<file path="src/rtl/rf_pkg.sv">
// ============================================================================
// Module      : rf_pkg
// Description : Shared register-file constants and index/count types.
// Revision    : 1.0
// ============================================================================
`default_nettype none

package rf_pkg;

  localparam int NREG      = 32;
  localparam int REG_IDX_W = 5;
  localparam int CNT_W     = 2;

  typedef logic [REG_IDX_W-1:0] reg_idx_t;
  typedef logic [CNT_W-1:0]     pend_cnt_t;

endpackage

`default_nettype wire

</file>
<file path="src/rtl/sb_pend_cnt.sv">
// ============================================================================
// Module      : sb_pend_cnt
// Description : Saturating up/down pending-write counter with underflow pulse.
// Revision    : 1.0
// ============================================================================
`default_nettype none

module sb_pend_cnt #(
  parameter int WIDTH = 2
) (
  input  logic             clk,
  input  logic             rst,
  input  logic             clr,
  input  logic             inc,
  input  logic             dec,
  output logic [WIDTH-1:0] cnt,
  output logic             underflow
);

  localparam logic [WIDTH-1:0] C_MAX = '1;

  logic [WIDTH-1:0] r_cnt;
  logic             w_zero;

  assign w_zero = (r_cnt == '0);

  // A simultaneous inc cancels the dec, so a zero count is not an underflow then.
  assign underflow = dec & ~inc & ~clr & w_zero;
  assign cnt       = r_cnt;

  always_ff @(posedge clk) begin
    if (rst || clr) begin
      r_cnt <= '0;
    end else if (inc && !dec && (r_cnt != C_MAX)) begin
      r_cnt <= r_cnt + 1'b1;
    end else if (dec && !inc && !w_zero) begin
      r_cnt <= r_cnt - 1'b1;
    end
  end

endmodule

`default_nettype wire

</file>
<file path="src/rtl/regfile_scoreboard.sv">
// ============================================================================
// Module      : regfile_scoreboard
// Description : Tracks in-flight register writes and stalls issue on RAW hazards.
// Revision    : 1.0
// ============================================================================
`default_nettype none

module regfile_scoreboard #(
  parameter int CNT_W = rf_pkg::CNT_W,
  parameter int NREG  = rf_pkg::NREG
) (
  input  logic            clk,
  input  logic            rst,
  input  logic            issue_valid,
  output logic            issue_ready,
  input  logic [4:0]      issue_rs1_s,
  input  logic [4:0]      issue_rs2_s,
  input  logic [4:0]      issue_rd_s,
  input  logic            issue_use_rs1,
  input  logic            issue_use_rs2,
  input  logic            issue_wr_rd,
  input  logic            wb_valid,
  input  logic [4:0]      wb_rd_s,
  input  logic            flush,
  output logic [NREG-1:0] busy_vec,
  output logic [5:0]      inflight,
  output logic            wb_underflow
);

  import rf_pkg::*;

  localparam reg_idx_t        C_X0     = '0;
  localparam logic [CNT_W-1:0] C_CNT_MAX = '1;
  localparam logic [5:0]      C_INFL_MAX = '1;

  logic [NREG-1:0][CNT_W-1:0] w_cnt;
  logic [NREG-1:0]            w_inc_vec;
  logic [NREG-1:0]            w_dec_vec;
  logic [NREG-1:0]            w_uf_vec;
  logic                       w_raw1;
  logic                       w_raw2;
  logic                       w_sat;
  logic                       w_fire;
  logic                       w_track_inc;
  logic                       w_track_dec;
  logic [5:0]                 r_inflight;
  logic                       r_wb_underflow;

  // Hazards look at the registered counts only; a same-cycle writeback does not bypass.
  assign w_raw1 = issue_use_rs1 && (issue_rs1_s != C_X0) && (w_cnt[issue_rs1_s] != '0);
  assign w_raw2 = issue_use_rs2 && (issue_rs2_s != C_X0) && (w_cnt[issue_rs2_s] != '0);
  assign w_sat  = issue_wr_rd && (issue_rd_s != C_X0) && (w_cnt[issue_rd_s] == C_CNT_MAX);

  assign issue_ready = !(w_raw1 || w_raw2 || w_sat) && !flush;
  assign w_fire      = issue_valid && issue_ready;

  assign w_track_inc = w_fire && issue_wr_rd && (issue_rd_s != C_X0);
  assign w_track_dec = wb_valid && (wb_rd_s != C_X0) && !flush;

  always_comb begin
    w_inc_vec = '0;
    w_dec_vec = '0;
    if (w_track_inc) begin
      w_inc_vec[issue_rd_s] = 1'b1;
    end
    if (w_track_dec) begin
      w_dec_vec[wb_rd_s] = 1'b1;
    end
  end

  assign w_cnt[0]    = '0;
  assign w_uf_vec[0] = 1'b0;
  assign busy_vec[0] = 1'b0;

  for (genvar gi = 1; gi < NREG; gi++) begin : g_cnt
    sb_pend_cnt #(
      .WIDTH (CNT_W)
    ) u_cnt (
      .clk       (clk),
      .rst       (rst),
      .clr       (flush),
      .inc       (w_inc_vec[gi]),
      .dec       (w_dec_vec[gi]),
      .cnt       (w_cnt[gi]),
      .underflow (w_uf_vec[gi])
    );
    assign busy_vec[gi] = |w_cnt[gi];
  end

  always_ff @(posedge clk) begin
    if (rst || flush) begin
      r_inflight <= '0;
    end else if (w_track_inc && !w_track_dec && (r_inflight != C_INFL_MAX)) begin
      r_inflight <= r_inflight + 1'b1;
    end else if (w_track_dec && !w_track_inc && (r_inflight != '0)) begin
      r_inflight <= r_inflight - 1'b1;
    end
  end

  // Sticky until reset; flush deliberately leaves it set.
  always_ff @(posedge clk) begin
    if (rst) begin
      r_wb_underflow <= 1'b0;
    end else if (|w_uf_vec) begin
      r_wb_underflow <= 1'b1;
    end
  end

  assign inflight     = r_inflight;
  assign wb_underflow = r_wb_underflow;

endmodule

`default_nettype wire

</file>
<file path="config.mk">
export PLATFORM = sky130hd
export DESIGN_NAME = regfile_scoreboard
export DESIGN_NICKNAME = d
export VERILOG_FILES = /design/src/rtl/rf_pkg.sv /design/src/rtl/sb_pend_cnt.sv /design/src/rtl/regfile_scoreboard.sv
export SDC_FILE = /design/constraint.sdc
export NUM_CORES = 1
export LEC_CHECK = 0
export CORE_MARGIN = 5
export CORE_UTILIZATION = 50
export DETAILED_ROUTE_END_ITERATION = 8
export GPL_ROUTABILITY_DRIVEN = 0
export MAX_ROUTING_LAYER = met4
export PLACE_DENSITY = 0.72
export SKIP_LAST_GASP = 1
export SYNTH_ARGS = -nofsm -noshare
export SYNTH_HDL_FRONTEND = slang
export SYNTH_SLANG_ARGS = --single-unit
</file>
<file path="constraint.sdc">
create_clock -name clk -period 13.7 [get_ports clk]
set_input_delay 2.74 -clock clk [delete_from_list [all_inputs] [get_ports clk]]
set_output_delay 2.74 -clock clk [all_outputs]
set_load 0.01 [all_outputs]
</file>
==> flow_summary.yaml <==
route:
  via_per_inst: 6.88
  num_vias: 6510
  wire_per_inst_um: 22.1
  drcViolationCount: 0
  firstDrtPassIters: 8
  ant_nets: 0
  dr.first_iter.drc_count: 1076
  wirelength_mm: 20.9
clock_tree:
  cts_tree: "built"
  cts_root_buf: "clkbuf_16"
  cts-hold-fix-buffers: 0
  cts_buffers: 9
  postCtsSetupRepairBufs: 0
  h-tree-depth: 3
  clk_latency_ps: 350
  cts.sinks: 69
  clk_pin_slew_worst_paths_ps: 50
  clk_path_buf_depth: 2
  post_cts_resized: 0
layout:
  mostFrequentLayoutCell: "nor2_1"
  antenna_cells: 0
  final_nets: 831
  synthToLayoutAreaGrowth_pct: 17.3
  layout-drive-gt1-share_pct: 5.60
  postLayoutCoreUtil_pct: 59.1
  final_cell_mix: "nor2_1 (71), dfxtp_1 (69), clkdlybuf4s50_1 (65)"
sta:
  fin_tns_setup_ps: 0
  rsz0062_at_grt: "false"
  setup_viol: 0
  tightest_slew_ps: 1240
  fin_crit_sh_pct: 63.6
  max_freq_ghz: 0.115
  drv_slew: 0
  relSlewSlack_pct: 17.4
  hold_viol: 0
  clock-skew-final_ps: 6.23
  period_needed_ps: 8720
yosys:
  synth_edf_count: 0
  synth_area_leaders: "dfxtp_1 (24%), mux2i_1 (5.1%), a21oi_1 (4.8%)"
  synth_top_area_cell: "dfxtp_1"
  yosys_warnings: 0
  syn_area_um2: 5680
  ys.flop_type: "dfxtp_1"
  synth_cells: 757
  yosysSeqAreaShare_pct: 24.3
  ys_seq_elements: 69
  synth_top_cell_area_share_pct: 24.3
  ys_async_sr_fraction_pct: 0
  avgSynthCellArea_um2: 7.50
  syn-num-nets: 790
  ys_types: 71
critical_path:
  crit_fanout: 23
  r2r_start: "g_cnt[25].u_cnt.cnt[0]"
  r2r-end: "inflight[5]"
  r2r_slack_ps: 9410
  required_ps: 10960
  worstSetupEndpointType: "output port"
  arrival_ps: 5980
  critPathKind: "in -> out"
  worstRegToRegCells: 16
  cp-start-kind: "input port"
floorplanning:
  start_util_pct: 50.4
  die_h_um: 117
  ios: 68
  core_um2: 11300
  core.rowCount: 39
  dieArea_um2: 13600
  fp.dieW_um: 117
grt:
  grt_first_pass_wirelength_mm: 32.1
  grt_max_degree: 64
  globalRoute.totalOverflow: 0
  antenna_found_initial: 0
  grt_pass1_vias: 5927
  track_usage_pct: 31.9
run:
  maxCapViolCount: 0
place:
  hpwl_mm: 15.8
  numPortBuffers: 66
hold_path:
  hold_path.class: "reg -> reg"
  whs_path_depth: 2
  worstHoldStart: "g_cnt[23].u_cnt.cnt[1]"
  hold_path_end: "g_cnt[23].u_cnt.cnt[1]"
status:
  outcome: "completed"
power:
  ir_drop_mv: 0.0566
  powerDensity_nw_per_um2: 78.0
  power_leakage_nw: 2.42
state kept, by name, indices dropped and copies added (netlist names):
signal,count
inflight,6
wb_underflow,1
g_cnt.u_cnt.cnt,62
stage by stage:
| step | setup WS (ps) | instance area, µm² | std cells | total power, W | hold WS (ps) |
|---|---|---|---|---|---|
| 3_3_place_gp | 5170 | 6350 | 930 | 0.000272 | 489 |
| 3_5_place_dp | 5100 | 6350 | 930 | 0.000273 | 496 |
| 6_report | 4980 | 6660 | 946 | 0.000520 | 499 |
| 2_1_floorplan | 6310 | 5680 | 757 | 0.000250 | 464 |
| 5_1_grt | 4810 | 6660 | 946 | 0.000532 | 526 |
| 4_1_cts | 5090 | 6660 | 946 | 0.000520 | 501 |
critical path: stages:
cell and delay [ps]:
clkdlybuf4s50_1 790, nor3_1 1000, nand2_1 180, nand2_1 140
a311oi_2 90, nor3_2 210, buf_4 250, clkdlybuf4s50_1 570
metal layers:
layer	GRT usage [%]	vias to the layer above	part of all wire [%]
li1	-	2890	-
met1	38.8	2957	36
met2	47.9	509	44
met3	5.96	154	12
met4	21.6	0	7.4
met5	-	-	0
cell usage after synthesis (10+ instances only):
cell type,number
and3_1,29
clkbuf_1,25
nand2b_1,34
a21oi_1,55
nand3_1,18
a31oi_1,23
o21ai_1,10
o21ai_0,32
mux4_2,12
nand2_1,63
and2_1,10
dfxtp_1,69
inv_1,41
nor3_1,41
o21a_1,21
mux2i_1,29
a211oi_1,30
nor2_1,71
area by class of cell:
class | count | area [µm²]
fillers | 1072 | 4610
repair buffers | 70 | 686
clock inverters | 4 | 72.6
well taps | 143 | 179
inverters | 41 | 154
clock buffers | 12 | 236
multi-input cells | 607 | 3950
flip-flops and latches | 69 | 1380
how the worst max path moves through the flow:
stage               slack [ps]          end     startpoint  depth (start not counted)
floorplan                 6310  issue_ready  issue_rd_s[1]                          9
global placement          5170  issue_ready  issue_rd_s[4]                          9
detailed placement        5100  issue_ready  issue_rd_s[2]                          9
CTS                       5090  issue_ready  issue_rd_s[2]                          9
global route              4810  issue_ready  issue_rd_s[2]                          9
finish                    4980  issue_ready  issue_rd_s[4]                          8
logic make-up (layout without fill, tap and decap cells):
logic type | Yosys count | after routing | share of synthesized area, %
adder cells (fa/ha/maj) | 5 | 5 | 1.23
flip-flops | 69 | 69 | 24.3
other | 1 | 1 | 0.0660
AND/OR/NAND/NOR | 316 | 316 | 28.8
XOR/XNOR | 8 | 8 | 1.23
multiplexers | 49 | 49 | 12.0
buffers and inverters | 81 | 127 | 6.04
AO/OA/AOI/OAI | 228 | 228 | 26.3
report_power, final:
| part | internal, W | total [W] | switching [W] |
|---|---|---|---|
| Clock | 0.000159 | 0.000249 | 0.0000900 |
| Combinational | 0.0000256 | 0.0000672 | 0.0000417 |
| Sequential | 0.000202 | 0.000203 | 0.00000148 |
| Total | 0.000387 | 0.000520 | 0.000133 |
No activity file was read; power rests on OpenSTA's default activity.
